==> config.mk <==
export PLATFORM = sky130hd
export DESIGN_NAME = dec_onehot_seq
export DESIGN_NICKNAME = d
export VERILOG_FILES = /design/src/rtl/dec_onehot_seq.sv
export SDC_FILE = /design/constraint.sdc
export NUM_CORES = 1
export LEC_CHECK = 0
export BUFFER_PORTS_ARGS = -buffer_cell sky130_fd_sc_hd__clkbuf_2
export CORE_UTILIZATION = 45
export DETAILED_ROUTE_END_ITERATION = 8
export GPL_ROUTABILITY_DRIVEN = 0
export PLACE_DENSITY = 0.72
export SETUP_SLACK_MARGIN = 0.2
export SYNTH_ARGS = -nofsm -noshare
export SYNTH_HDL_FRONTEND = slang
export SYNTH_SLANG_ARGS = --single-unit
==> constraint.sdc <==
create_clock -name clk -period 1.55 [get_ports clk]
set_input_delay 0.0775 -clock clk [delete_from_list [all_inputs] [get_ports clk]]
set_output_delay 0.0775 -clock clk [all_outputs]
set_load 0.1 [all_outputs]
==> src/rtl/dec_onehot_seq.sv <==
// Registered N-to-2^N one-hot decoder with direct, auto-scan and timed one-shot pulse modes.
// All outputs are registers; the mode register is reloaded from `mode` on every enabled edge.
module dec_onehot_seq #(
  parameter int N    = 2,
  parameter int HOLD = 1
) (
  input  logic              clk,
  input  logic              rst_n,
  input  logic              en,
  input  logic [1:0]        mode,
  input  logic              in_valid,
  input  logic [N-1:0]      in,
  output logic [2**N-1:0]   out,
  output logic              out_valid,
  output logic [N-1:0]      idx,
  output logic              wrap
);

  localparam int W  = 2**N;
  localparam int CW = (HOLD > 1) ? $clog2(HOLD) : 1;
  localparam logic [CW-1:0] HMAX    = CW'(HOLD - 1);
  localparam logic [N-1:0]  IDX_MAX = '1;

  typedef enum logic [1:0] {
    ST_OFF    = 2'b00,
    ST_DIRECT = 2'b01,
    ST_SCAN   = 2'b10,
    ST_PULSE  = 2'b11
  } state_t;

  state_t          state;
  state_t          mode_st;
  logic [CW-1:0]   hold_cnt;
  logic [N-1:0]    idx_inc;

  assign mode_st = state_t'(mode);
  assign idx_inc = idx + N'(1);

  function automatic logic [W-1:0] onehot(input logic [N-1:0] code);
    onehot       = '0;
    onehot[code] = 1'b1;
  endfunction

  always_ff @(posedge clk or negedge rst_n) begin
    if (!rst_n) begin
      state     <= ST_OFF;
      hold_cnt  <= '0;
      out       <= '0;
      out_valid <= 1'b0;
      idx       <= '0;
      wrap      <= 1'b0;
    end else if (!en) begin
      wrap <= 1'b0;
    end else begin
      state <= mode_st;
      wrap  <= 1'b0;
      if (mode_st != state) begin
        // Entry edge: only the entry rules apply; in_valid is not sampled here.
        hold_cnt <= '0;
        idx      <= '0;
        if (mode_st == ST_SCAN) begin
          out       <= onehot('0);
          out_valid <= 1'b1;
        end else begin
          out       <= '0;
          out_valid <= 1'b0;
        end
      end else begin
        case (state)
          ST_OFF: begin
            out       <= '0;
            out_valid <= 1'b0;
            idx       <= '0;
          end
          ST_DIRECT: begin
            if (in_valid) begin
              out       <= onehot(in);
              out_valid <= 1'b1;
              idx       <= in;
            end
          end
          ST_SCAN: begin
            if (hold_cnt == HMAX) begin
              hold_cnt <= '0;
              idx      <= idx_inc;
              out      <= onehot(idx_inc);
              wrap     <= (idx == IDX_MAX);
            end else begin
              hold_cnt <= hold_cnt + CW'(1);
            end
          end
          ST_PULSE: begin
            // A new trigger wins over expiry of the running pulse.
            if (in_valid) begin
              out       <= onehot(in);
              out_valid <= 1'b1;
              idx       <= in;
              hold_cnt  <= '0;
            end else if (out_valid) begin
              if (hold_cnt == HMAX) begin
                out       <= '0;
                out_valid <= 1'b0;
                idx       <= '0;
                hold_cnt  <= '0;
              end else begin
                hold_cnt <= hold_cnt + CW'(1);
              end
            end
          end
          default: begin
            out       <= '0;
            out_valid <= 1'b0;
            idx       <= '0;
          end
        endcase
      end
    end
  end

endmodule

======== After elaboration in Yosys (flattened, before gate mapping) ========
Cells that the tools add are included.
cells by class
  add/sub/neg operators ................... 2
  multiply operators ...................... 0
  divide/modulo/power cells ............... 0
  order comparisons ....................... 4
  eq/ne operators ......................... 10
  shift operators ......................... 0
  multiplexer cells ....................... 35
  bitwise logic cells ..................... 0
  reductions and logical operators ........ 8
operator list
  operator                                                                       number
  4-bit 2-to-1 mux                                                               6
  1-bit 2-to-1 mux                                                               17
  4-bit one-hot mux with 4 select lines                                          1
  2-bit 2-to-1 mux                                                               6
  2-bit == test (second input constant)                                          4
  4-bit != test (second input constant)                                          2
  2-bit one-hot mux with 4 select lines                                          1
  2-bit by 3-bit less-than comparator with 1-bit output (second input constant)  2
  3-bit != test (second input constant)                                          2
  3-bit AND reduction                                                            2
  5-bit AND reduction                                                            1
  1-bit demux with 2-bit select                                                  2
  2-bit by 1-bit >= comparator with 1-bit output (second input constant)         2
  4-bit nonzero test                                                             1
  1-bit one-hot mux with 3 select lines                                          1
  3-bit nonzero test                                                             1
  2-bit by 1-bit adder with 2-bit output (second input constant)                 1
  2-bit by 1-bit == test with 1-bit output (second input constant)               1
  1-bit logical AND                                                              2
  2-bit zero test                                                                1
  2-bit != test                                                                  1
  1-bit one-hot mux with 2 select lines                                          1
  1-bit adder (second input constant)                                            1
storage, ports and cells
  register bits ........................... 11
  bits in latches ......................... 0
  memory bits (writable) .................. 0
  memory bits (read-only) ................. 0
  input bits .............................. 8
  output and inout bits ................... 8
  logic and storage cells ................. 65
  memories ................................ 0

======== Logic depth before layout (Yosys ltp) ========
  depth after elaboration ................. 8
  gate-level depth with buffers ........... 6
  mapped depth without buffers ............ 6

======== Worst setup path after synthesis ========
OpenSTA, ideal clock, no wires.
  kind .................................... flip-flop to flip-flop
  start point ............................. register idx[0]
  end point ............................... register idx[1]
  library setup time ...................... 0.126 ns
  data arrival time ....................... 1.950 ns
  required time ........................... 1.424 ns
  path slack .............................. -0.526 ns
  stages on the path, launching flop included .. 6
  buffers on the path ..................... 0
  clock period less this slack ............ 2.076 ns
  path through ............................ dfrtp_1 inv_1 ha_1 a22oi_1 nor3_1 mux2_2
on the way
  longest elaborated chain between the ends .. 4
RTL lines
  item                                    RTL line  source
  start: declaration                      15        output logic [N-1:0] idx,
  start signal: assignment                79        idx <= in;
  start signal: assignment                85        idx <= idx_inc;
  start signal: assignment                97        idx <= in;
  2-bit by 1-bit adder with 2-bit output  37        assign idx_inc = idx + N'(1);
  2-bit 2-to-1 mux                        83        if (hold_cnt == HMAX) begin
  2-bit one-hot mux with 4 select lines   69        case (state)
  2-bit 2-to-1 mux                        57        if (mode_st != state) begin
Every way passes these cells. The select of a mux whose other input is x is not followed.
A chain may end at the register's enable or synchronous reset.

======== Worst setup path in the final report ========
  start point ............................. register state[1]
  end point ............................... register out[2]
on the way
  longest elaborated chain between the ends .. 3
  elaborated cells on any way between the ends .. 12
  classes of those cells .................. eq/ne (8); mux (2); reduce/logical (2)
RTL lines
  item                                                                      RTL line  source
  start: declaration                                                        31        state_t state;
  start signal: assignment                                                  55        state <= mode_st;
  2-bit != test (tied with other cells)                                     57
  4-bit != test (no line) (tied with other cells)                           -
  5-bit AND reduction (no line) / 4-bit 2-to-1 mux (equally long branches)  -
  end signal: assignment                                                    62        out <= onehot('0);
  end signal: assignment                                                    77        out <= onehot(in);
  end signal: assignment                                                    86        out <= onehot(idx_inc);
  end: declaration                                                          13        output logic [2**N-1:0] out,
Several ways; a longest one is shown, not always the timed one.

==> results.sh <==
export IMPL_drc=0
export IMPL_nets=113
export IMPL_power_leakage_nw=0.4671
export IMPL_violations="negative setup slack"
export IMPL_grt_pass1_wl_um=2339
export IMPL_first_global_vias=523
export IMPL_grt_max_degree=11
export IMPL_initialDrtViolationCount=7
export IMPL_cts_root_buf="clkbuf_4"
export IMPL_tritoncts="done"
export IMPL_grtUsageTotal_pct=22.88
export IMPL_maxCapViolCount=0
export IMPL_n_fill_cell=104
export IMPL_fin_crit_sh_pct=104.8
export IMPL_crit_chain="inv_2 -> ha_4 -> a21oi_2 -> o31a_1 -> buf_12 -> mux2_4"
export IMPL_wire_per_inst_um=14.75
export IMPL_core_um2=1350
export IMPL_max_freq_ghz=0.6158
export IMPL_fin_setup_tns_ns=-0.3233
export IMPL_ys_seq_area_share_pct=37.24
export IMPL_vias=607
export IMPL_vias_per_cell=5.569
export IMPL_min_path_type="in -> reg"
export IMPL_ant_nets=0
export IMPL_crit_path_end_kind="flip-flop"
export IMPL_synth_nets=86
export IMPL_power_per_cell_area_nw_per_um2=914.8
export IMPL_ys_types=19
export IMPL_utilization_pct=71.08
export IMPL_routed_wl_um=1608
export IMPL_num_rows=13
export IMPL_path_class="reg -> reg"
export IMPL_antenna_found_initial=0
export IMPL_yosys_top_cells_count="dfrtp_1 (10), ha_1 (10), inv_1 (8)"
export IMPL_drv_slew=0
export IMPL_die_w_um=40.64
export IMPL_die_area_um2=1652
export IMPL_crit_family="flip-flops"
export IMPL_synth_edf_count=0
export IMPL_clock_path_buffers=2
export IMPL_syn_to_final_growth_pct=42.83
export IMPL_holdWs_ns=0.08549
export IMPL_diodes=0
export IMPL_synth_area_leaders="dfrtp_1 (37%), ha_1 (19%), mux2_2 (8.4%)"
export IMPL_syn_area_um2=671.9
export IMPL_synth_seq_cells=10
export IMPL_status="finished, violations left"
export IMPL_yosysTopAreaCellShare_pct=37.24
export IMPL_syn_inst=68
export IMPL_htree_levels=1
export IMPL_hpwl_um=1085
export IMPL_drtPass1Iterations=5
export IMPL_worst_ep_required_time_ns=1.70
export IMPL_worstMarginPinSlew_ns=0.5460
export IMPL_cts_made_buffers=3
export IMPL_hold_viol_final=0
export IMPL_rsz0062_at_grt="true"
export IMPL_ys_warn_count=0
export IMPL_cp_arrival_ns=1.77
export IMPL_fp_dieH_um=40.64
export IMPL_pre_cts_slack_ns=-0.04941
export IMPL_fin_ws_ns=-0.07382
export IMPL_totalPowerFinal_mw=0.8779
export IMPL_yosysTopAreaCell="dfrtp_1"
export IMPL_slowest_delay_ns=0.45
export IMPL_initial_core_util_pct=49.77
export IMPL_fin_crit_ns=1.624
export IMPL_path_buf_inv=2
export IMPL_grt_overflow=0
export IMPL_cp_max_fo=6
export IMPL_async_flop_share_pct=100.0
export IMPL_cp_start_kind="flip-flop"
export IMPL_clock_latency_ns=0.27
export IMPL_maxSlewHeadroom_pct=63.75
export IMPL_ir_worst_vdd_uv=554.1
export IMPL_numPortBuffers=15
export IMPL_clock_sinks=10
export IMPL_slowest_stage="dfrtp_2"
export IMPL_finClkSkew_ns=0.008478
export IMPL_synth_avg_cell_area_um2=9.881
export IMPL_drive_above_1_share_pct=48.94
export IMPL_synth_ff_type="dfrtp_1"
export IMPL_setup_viol=5
export IMPL_ioPinCount=16
export IMPL_clkTransAtPathRegs_ns=0.06
[power breakdown]
group / switching (mW) / internal [mW]
clock: 0.0912 / 0.143
sequential: 0.0242 / 0.286
combinational: 0.220 / 0.114
[cells in the final DEF, fill, tap and decap left out, types with 4 or more instances in the layout]
master    instances
inv_1             4
buf_4             5
clkbuf_2         15
ha_1              8
nand2_1           5
a32oi_1           4
mux2_4            5
inv_2             4
dfrtp_1           5
nor3_1            7
[cell type report]
cell class	instances	area [µm²]	area share, %
clock buffers	4	36.28	3.781
flip-flops and latches	10	264.0	27.51
multi-input cells	49	456.7	47.59
well taps	15	18.77	1.956
inverters	8	30.03	3.129
repair buffers	23	153.9	16.04
[tightest hold or removal path, delay by kind of cell]
kind,cells,cell delay (ns)
AO/OA/AOI/OAI,1,0.06
buffers and inverters,1,0.12
AND/OR/NAND/NOR,1,0.05
[metal layers]
| metal | vias up | global-route usage (%) | wire length (µm) |
|---|---|---|---|
| li1 | 295 | - | - |
| met1 | 285 | 25.85 | 757 |
| met2 | 21 | 38.49 | 717 |
| met3 | 6 | 9.783 | 101 |
| met4 | 0 | 7.500 | 32 |
| met5 | - | 0 | 0 |
[state kept, by name (all words and copies together) (netlist names)]
signal,cells
idx,2
out,4
wrap,1
state,2
out_valid,1
[worst paths after layout]
check / from / endpoint / slack [ns] / depth (start not counted)
max: state[1] / out[2] / -0.07 / 6
min: mode[0] / state[0] / 0.09 / 3
max reg2reg: state[1] / out[2] / -0.07 / 6
min reg2reg: out[1] / out[1] / 0.51 / 1
max in group asynchronous: rst_n / state[0] / 1.10 / 2
min in group asynchronous: rst_n / out_valid / 0.20 / 2
[repair_timing]
action,4_1_cts,5_1_grt
endpoints found under the hold margin,10,0
setup buffers,1,2
hold buffers,1,0
gates resized for setup,4,9
pin swaps,2,4
endpoints found under the setup margin,7,7
[cell families after synthesis]
| family | after synthesis | share of synthesized area, % |
|---|---|---|
| AOI/OAI and AO/OA | 16 | 17.50 |
| adders and majority gates | 10 | 18.62 |
| DFF | 10 | 37.24 |
| muxes | 5 | 8.379 |
| xor gates and xnor gates | 2 | 2.608 |
| buffers and inverters | 9 | 5.214 |
| and+or+nand+nor | 16 | 10.43 |
[per-stage QoR]
step / instance area (µm²) / std cells
after floorplan: 703.2 / 68
after global placement: 822.0 / 101
after detailed placement: 822.0 / 101
after CTS: 894.6 / 107
after global routing: 959.7 / 109
final: 959.7 / 109
(Power assumes the default switching activity.)
